===== src/rtl/pipe_pkg.sv =====
// Shared types for the skid pipeline stage.
package pipe_pkg;

    localparam int unsigned SKID_STATE_W = 2;

    typedef enum logic [SKID_STATE_W-1:0] {
        EMPTY = 2'd0,
        BUSY  = 2'd1,
        FULL  = 2'd2
    } skid_state_t;

endpackage


===== src/rtl/skid_slot.sv =====
// One data register with load enable and synchronous clear.
module skid_slot #(
    parameter int unsigned WIDTH = 8
) (
    input  logic             clk,
    input  logic             clear,
    input  logic             load,
    input  logic [WIDTH-1:0] d,
    output logic [WIDTH-1:0] q
);

    always_ff @(posedge clk) begin
        if (clear) begin
            q <= '0;
        end else if (load) begin
            q <= d;
        end
    end

endmodule


===== src/rtl/skid_stage.sv =====
// Two-entry ready/valid skid buffer; out_data comes straight from the main register.
module skid_stage
    import pipe_pkg::*;
#(
    parameter int unsigned WIDTH = 8
) (
    input  logic             clk,
    input  logic             reset,
    input  logic             in_valid,
    output logic             in_ready,
    input  logic [WIDTH-1:0] in_data,
    output logic             out_valid,
    input  logic             out_ready,
    output logic [WIDTH-1:0] out_data
);

    skid_state_t      state;
    skid_state_t      state_next;
    logic             in_fire;
    logic             out_fire;
    logic             main_load;
    logic             main_from_skid;
    logic             skid_load;
    logic [WIDTH-1:0] main_d;
    logic [WIDTH-1:0] skid_q;

    assign in_fire  = in_valid && in_ready;
    assign out_fire = out_valid && out_ready;

    always_ff @(posedge clk) begin
        if (reset) begin
            state <= EMPTY;
        end else begin
            state <= state_next;
        end
    end

    // Next state and register load controls.
    always_comb begin
        state_next     = state;
        main_load      = 1'b0;
        main_from_skid = 1'b0;
        skid_load      = 1'b0;
        case (state)
            EMPTY: begin
                if (in_fire) begin
                    main_load  = 1'b1;
                    state_next = BUSY;
                end
            end
            BUSY: begin
                if (in_fire && out_fire) begin
                    main_load = 1'b1;
                end else if (in_fire) begin
                    skid_load  = 1'b1;
                    state_next = FULL;
                end else if (out_fire) begin
                    state_next = EMPTY;
                end
            end
            FULL: begin
                if (out_fire) begin
                    main_load      = 1'b1;
                    main_from_skid = 1'b1;
                    state_next     = BUSY;
                end
            end
            default: begin
                state_next = EMPTY;
            end
        endcase
    end

    // Handshake outputs depend only on state and reset.
    always_comb begin
        out_valid = 1'b0;
        in_ready  = 1'b0;
        out_valid = (state != EMPTY);
        in_ready  = !reset && (state != FULL);
    end

    assign main_d = main_from_skid ? skid_q : in_data;

    skid_slot #(.WIDTH(WIDTH)) u_main (
        .clk   (clk),
        .clear (reset),
        .load  (main_load),
        .d     (main_d),
        .q     (out_data)
    );

    skid_slot #(.WIDTH(WIDTH)) u_skid (
        .clk   (clk),
        .clear (reset),
        .load  (skid_load),
        .d     (in_data),
        .q     (skid_q)
    );

endmodule


===== config.mk =====
export PLATFORM = sky130hd
export DESIGN_NAME = skid_stage
export DESIGN_NICKNAME = d
export VERILOG_FILES = /design/src/rtl/pipe_pkg.sv /design/src/rtl/skid_slot.sv /design/src/rtl/skid_stage.sv
export SDC_FILE = /design/constraint.sdc
export NUM_CORES = 1
export LEC_CHECK = 0
export ABC_CLOCK_PERIOD_IN_PS = 1780
export BUFFER_PORTS_ARGS = -buffer_cell sky130_fd_sc_hd__buf_2
export CAP_MARGIN = 20
export CORE_MARGIN = 1.5
export CORE_UTILIZATION = 49
export CTS_CLUSTER_SIZE = 8
export DETAILED_ROUTE_END_ITERATION = 16
export PLACE_DENSITY = 0.76
export SLEW_MARGIN = 40
export SYNTH_ARGS = -nofsm -noshare
export SYNTH_HDL_FRONTEND = slang
export SYNTH_HIERARCHICAL = 1
export SYNTH_SLANG_ARGS = --single-unit
export TNS_END_PERCENT = 1

===== constraint.sdc =====
create_clock -name clk -period 1.78 [get_ports clk]
set_clock_uncertainty 0.2 [all_clocks]
set_input_delay 0.356 -clock clk [delete_from_list [all_inputs] [get_ports clk]]
set_output_delay 0.356 -clock clk [all_outputs]
set_load 0.1 [all_outputs]

# Yosys cells after proc, flatten, opt, wreduce, memory -nomap -nowiden
# Cells that the tools add are included.
dict set report totals {
  register_bits 18
  inputBits 12
  out_inout_bits 10
  word_cells 32
}
dict set report classes {
  eq_ne 7
  mux 14
  reduce_logical 8
}
# op n
set op_table {}
lappend op_table {{2-to-1 mux 2 bit} 5}
lappend op_table {{2-to-1 mux 8 bit} 1}
lappend op_table {{!= test 2 bit (second input constant)} 4}
lappend op_table {{2-to-1 mux 1 bit} 6}
lappend op_table {{one-hot mux 2 bit (3 select lines)} 1}
lappend op_table {{logical AND 1 bit} 4}
lappend op_table {{AND reduction 4 bit} 1}
lappend op_table {{!= test 3 bit (second input constant)} 1}
lappend op_table {{one-hot mux 1 bit (3 select lines)} 1}
lappend op_table {{== test 2 x 1 -> 1 bit (second input constant)} 1}
lappend op_table {{== test 2 bit (second input constant)} 1}
lappend op_table {{logical NOT 2 bit} 1}
lappend op_table {{nonzero test 2 bit} 1}
lappend op_table {{logical NOT 1 bit} 1}

# Logic depth before layout (Yosys ltp)
# Gate-level depths: netlist of run 1.
dict set report logic_depth {
  ltp_word 6
  mapped_depth 6
  ltp_nobuf 5
}

# Modules after synthesis
# The synthesis of run 1 kept the hierarchy.
# mod n_inst cells_per_inst area_each_um2 seq_area_each_um2
set modules_own_cells {}
lappend modules_own_cells {skid_slot 2 26 285.3 160.2}
lappend modules_own_cells {skid_stage 1 26 232.7 40.0}

# Worst setup path after synthesis of run 1
# OpenSTA, ideal clock, no wires.
dict set report synth_path {
  path_kind {register to output}
  startpoint {register state[0]}
  endpoint {output in_ready}
  t_arrival_ns 1.864
  t_required_ns 1.224
  path_slack_ns -0.640
  stages_incl_launch_ff 3
  path_buffers 0
  cell_sequence {dfxtp_1 and2b_2 nor2_1}
}
dict set report synth_between {
  elab_chain_cells 2
}
# item line_no
set synth_rtl {}
lappend synth_rtl {{start: declaration} skid_stage.sv:17} ;# skid_state_t state;
lappend synth_rtl {{start signal: assignment} skid_stage.sv:34} ;# state <= state_next;
lappend synth_rtl {{!= test 2 bit} skid_stage.sv:79} ;# in_ready = !reset && (state != FULL);
lappend synth_rtl {{logical AND 1 bit} skid_stage.sv:79}
lappend synth_rtl {{end: declaration} skid_stage.sv:10} ;# output logic in_ready,
# Every way passes these cells.

# Final worst setup path of run 1
dict set report layout_path {
  startpoint {register state[0]}
  endpoint {output out_valid}
}
dict set report layout_between {
  elab_chain_cells 1
}
# item line_no
set layout_rtl {}
lappend layout_rtl {{nonzero test 2 bit} skid_stage.sv:78} ;# out_valid = (state != EMPTY);
lappend layout_rtl {{end: declaration} skid_stage.sv:12} ;# output logic out_valid,
# Every way passes these cells.

==> out/metrics.yaml, run 1 <==
clk-insertion-delay-late_ns: 0.29
synthesis.nets: 90
final-hold-violation-count: 0
crit_path_start_kind: "flip-flop"
overflow: 0
pin_count_of_the_biggest_net_entering_global_routing: 20
grt_antenna_before_repair: 0
timing.final.setup_violations: 0
gpl.final_weighted_congestion: 0.774
cpMaxStageDelayCell: "dfxtp_2"
hp-class: "in -> reg"
hold_buffer_count_at_cts: 0
cap_viol_max_count: 0
ys_top_cells_by_count: "18 x dfxtp_1, 17 x nor2_1, 16 x mux2i_1, 8 x mux2_2, 3 x a21oi_1"
yosys_warnings: 6
rsz0062_at_grt: "false"
synth-edff-count: 0
detailedRoute.firstPassIterationCount: 1
ctsRootBufferMaster: "clkbuf_4"
fin_nets: 115
run_status: "completed"
layout_worst_path_cycle_share_pct: 97.9
synth.yosys.seq_area_share_pct: 44.9
fin_crit_ns: 1.74
path_clk_slew_ns: 0.09
worst_slew_margin_rel_pct: 67.8
route.vias.total: 624
leading_area_contributor_after_synthesis: "dfxtp_1"
cell_chain_of_the_critical_path: "buf_4 -> or2_4 -> buf_12"
height_of_the_die_um: 43.5
synthDominantCellAreaShare_pct: 44.9
grt_first_pass_wirelength_um: 2480
max-vdd-ir-drop_uv: 697
numCtsBuffers: 3
synthArstFlopShare_pct: 0
crit_type: "reg -> out"
totalNegativeSetupSlack_ns: 0
arrival_ns: 1.19
layout.cells.non_filler: 118
required_ns: 1.22
tritoncts: "yes"
max_stage_delay_ns: 0.33
dominantRegCellSynth: "dfxtp_1"
final_antenna_net_count: 0
die_width_um: 43.5
yosysMostFrequentCell: "dfxtp_1"
drt-wirelength-per-cell_um: 13.4
vias_in_the_first_global_route: 550
power-per-cell-area_nw_per_um2: 922
p_leak_uw: 0.000434
drt_drc_violations_left: 0
drt_iter0_drc: 0
cts_num_sinks: 18
placement.io_buffers: 21
htreeDepth: 1
slew_violations: 0
initial_utilization_pct: 52.7
track_usage_pct: 18.5
num_antenna_cells: 0
synth_area_sq_um: 803
synthToLayoutAreaGrowth_pct: 25.1
ctsLongestPathBuffers: 2
hpwl_um: 1070
core_region_area_sq_um: 1520
setup.worst_path.end_class: "output port"
cts_resized: 5
synthesized_instance_count: 78
max_slew.worst_pin.slew_ns: 0.486
synth_seq_cells: 18
final_layout_size_suffix_gt1_share_pct: 43.1
critical_path.max_fanout: 6
routed_wl_um: 1580
die-area_sq_um: 1890
postCtsSetupBuffers: 0
routed_via_density: 5.29
rows: 14
place_inst: 114
synth_cell_types: 18
yosys-top-cells-area: "dfxtp_1 45%, mux2i_1 20%, mux2_2 11%"
fmax_ghz: 0.574
syn_avg_cell_area_sq_um: 10.3
num_io_pins: 22
## where the power goes
group	internal, uW	switching [uW]
Sequential	421	9.50
Combinational	76.9	175
Clock	125	119
## sequential cells by signal, indices dropped and copies added (netlist names)
| name | flops |
|---|---|
| state | 2 |
| u_main/q | 8 |
| u_skid/q | 8 |
## final timing paths
kind / startpoint / to / slack, ns / depth (start not counted)
setup / recovery: state[0] / out_valid / 0.04 / 3
setup reg to reg: state[1] / u_main/q[1] / 0.09 / 5
hold reg to reg: u_skid/q[0] / u_skid/q[0] / 0.29 / 2
hold / removal: out_ready / state[1] / 0.1 / 2
## critical path: cells and delay by family, from the launching register on
family | cells | cell delay, ns
flip-flops | 1 | 0.33
AND/OR/NAND/NOR | 1 | 0.26
buffers and inverters | 2 | 0.30
## layout make-up
| cell class | instances | area (sq um) |
|---|---|---|
| clock buffer | 4 | 36.3 |
| fill | 131 | 519 |
| multi-input combinational | 56 | 428 |
| sequential | 18 | 363 |
| tap | 16 | 20.0 |
| timing repair buffer | 24 | 158 |
## layout by cell type, fill, tap and decap left out, types with 2 or more instances in the layout
cell type / count
dfxtp_1: 16
mux2_2: 8
buf_2: 19
clkbuf_4: 3
buf_12: 2
dfxtp_2: 2
mux2i_1: 16
a21oi_1: 3
buf_4: 3
nor2_1: 16
## per-stage QoR
stage	utilization [%]	power (uW)	instance area, sq um	setup WS (ns)	hold WS, ns
finish	65.9	926	1000	0.0378	0.0984
floorplan	-	627	811	0.127	0.225
global route	65.9	964	1000	0.000857	0.110
CTS	65.4	931	997	0.0176	0.102
global placement	61.9	674	943	0.0604	0.269
detailed placement	61.9	678	943	0.00677	0.279
## cell families after synthesis
kind of cell    after synthesis  synth area share [%]
simple gates                 27                  17.0
mux                          24                  31.2
flops                        18                  44.9
compound gates                5                  3.27
buf+inv                       4                  3.74
## per-layer routing
layer	global-route usage (%)	vias up	share of wire, %
met3	7.50	5	4.6
met1	22.0	287	44
met5	0	-	0
met2	29.9	15	49
li1	-	317	-
met4	7.27	0	1.8
(Power assumes the default switching activity.)
==> inputs of run 2 (changes only) <==
- ABC_CLOCK_PERIOD_IN_PS: 1780 -> 1950
- clock period: 1.78 -> 1.95 ns (I/O delays scaled with it)
==> run 2 against run 1 <==
- core utilization is 2.1 points lower
- non-clock buffer count fell by 1
- sequential cell count unchanged
- register-to-register slack better by 0.07 ns
- total power decreased by 11%
- combinational power fell by 16%
- worst setup slack better by 0.054 ns
- count of clock-buffer cells in the layout unchanged
- critical path type unchanged
- critical endpoint unchanged
- highest routed layer unchanged
==> out/metrics.yaml, run 2 (synthesized netlist as in run 1, its figures left out) <==
run_status: "completed"
post-route-util_pct: 63.8
total_switching_power_uw: 272
critical_path.max_fanout: 7
hold-worst-slack_ns: 0.140
rows: 14
path_clk_slew_ns: 0.10
slew_violations: 0
fmax_ghz: 0.538
layout_worst_path_cycle_share_pct: 95.3
cap_viol_max_count: 0
drt_iter0_drc: 5
max_slew.worst_pin.slew_ns: 0.485
crit_type: "reg -> out"
hpwl_um: 996
arrival_ns: 1.27
ctsLongestPathBuffers: 2
power_frac_clock_pct: 26.9
timing.final.setup_violations: 0
cell_chain_of_the_critical_path: "or2_2 -> buf_2"
ctsRootBufferMaster: "clkbuf_4"
grt_first_pass_wirelength_um: 2310
reg2regPathDepth: 5
clk-insertion-delay-late_ns: 0.29
max_stage_delay_ns: 0.43
finalInstanceArea_sq_um: 972
cpMaxStageDelayCell: "dfxtp_1"
worst_hold_path.num_cells: 2
height_of_the_die_um: 43.5
htreeDepth: 1
final-hold-violation-count: 0
mostFrequentLayoutCells: "20 x buf_2, 18 x dfxtp_1, 16 x mux2i_1, 16 x nor2_1, 8 x mux2_2"
worst_slew_margin_rel_pct: 67.9
pin_count_of_the_biggest_net_entering_global_routing: 20
sw_frac_of_total_pct: 32.8
track_usage_pct: 16.5
crit_path_start_kind: "flip-flop"
cts_resized: 0
postCtsSetupBuffers: 0
routed_via_density: 5.34
setup.worst_path.end_class: "output port"
fin_nets: 114
gpl.final_weighted_congestion: 0.744
layout_commonest_cell: "buf_2"
numCtsBuffers: 3
core_region_area_sq_um: 1520
route.vias.total: 625
fin_crit_ns: 1.86
grt_antenna_before_repair: 0
tritoncts: "yes"
final_antenna_net_count: 0
final_layout_size_suffix_gt1_share_pct: 39.6
required_ns: 1.36
drt-wirelength-per-cell_um: 11.9
power-per-cell-area_nw_per_um2: 852
vias_in_the_first_global_route: 530
max-vdd-ir-drop_uv: 490
drt_drc_violations_left: 0
p_leak_uw: 0.000421
rsz0062_at_grt: "false"
dp_slack_ns: 0.0710
placement.io_buffers: 21
hp-class: "in -> reg"
sequentialPowerShare_pct: 47.5
overflow: 0
top_regs: "u_main/q (8), u_skid/q (8), state (2)"
num_antenna_cells: 0
initial_utilization_pct: 52.7
routed_wl_um: 1390
detailed_place.area_sq_um: 936
synthToLayoutAreaGrowth_pct: 21.0
comb_power_share_pct: 25.6
num_io_pins: 22
totalNegativeSetupSlack_ns: 0
internal_power_uw: 557
cts_num_sinks: 18
detailedRoute.firstPassIterationCount: 4
die_width_um: 43.5
final_critical_path_setup_slack_ns: 0.0919
die-area_sq_um: 1890
hold_buffer_count_at_cts: 0
[run 2: cell types whose count changed in the layout (fill, tap and decap cells not counted)]
cell	change
dfxtp_1	+2
dfxtp_2	-2
buf_12	-1
buf_2	+1
buf_4	-1
nor3b_1	+1
nor3b_2	-1
or2_2	+1
or2_4	-1
[run 2: worst paths after layout]
kind	startpoint	to	slack, ns
setup reg to reg	state[0]	u_main/q[0]	0.16
setup / recovery	state[1]	out_valid	0.09
hold / removal	out_ready	state[1]	0.14
hold reg to reg	u_skid/q[0]	u_skid/q[0]	0.30
[run 2: area by class of cell]
cell class / count / area, sq um
Clock buffer: 4 / 36.3
Fill cell: 147 / 552
Multi-Input combinational cell: 56 / 420
Sequential cell: 18 / 360
Tap cell: 16 / 20.0
Timing Repair Buffer: 23 / 135
[run 2: power by group through the flow]
stage	clock (uW)	combinational (uW)	sequential [uW]
final	223	212	394
after detailed placement	0	214	402
after floorplan	0	90.1	482
after global placement	0	211	402
after global routing	246	223	396
after CTS	232	214	394
[run 2: metal layers]
layer  global-route usage [%]  share of wire (%)  up-vias
met5                        0                  0        -
met4                     5.45               0.65        0
met3                     6.25                5.2        2
met2                     25.1                 48       16
met1                     21.6                 46      291
li1                         -                  -      316
[run 2: through the flow]
| step | cells | total power, uW |
|---|---|---|
| floorplan | 78 | 573 |
| global placement | 113 | 613 |
| detailed placement | 113 | 616 |
| CTS | 117 | 840 |
| global route | 117 | 866 |
| finish | 117 | 829 |
[run 2: worst max-delay path: cells and delay by family (launching register included)]
family,cells,cell delay [ns]
flip-flops,1,0.43
buffers and inverters,1,0.41
AND/OR/NAND/NOR,1,0.14
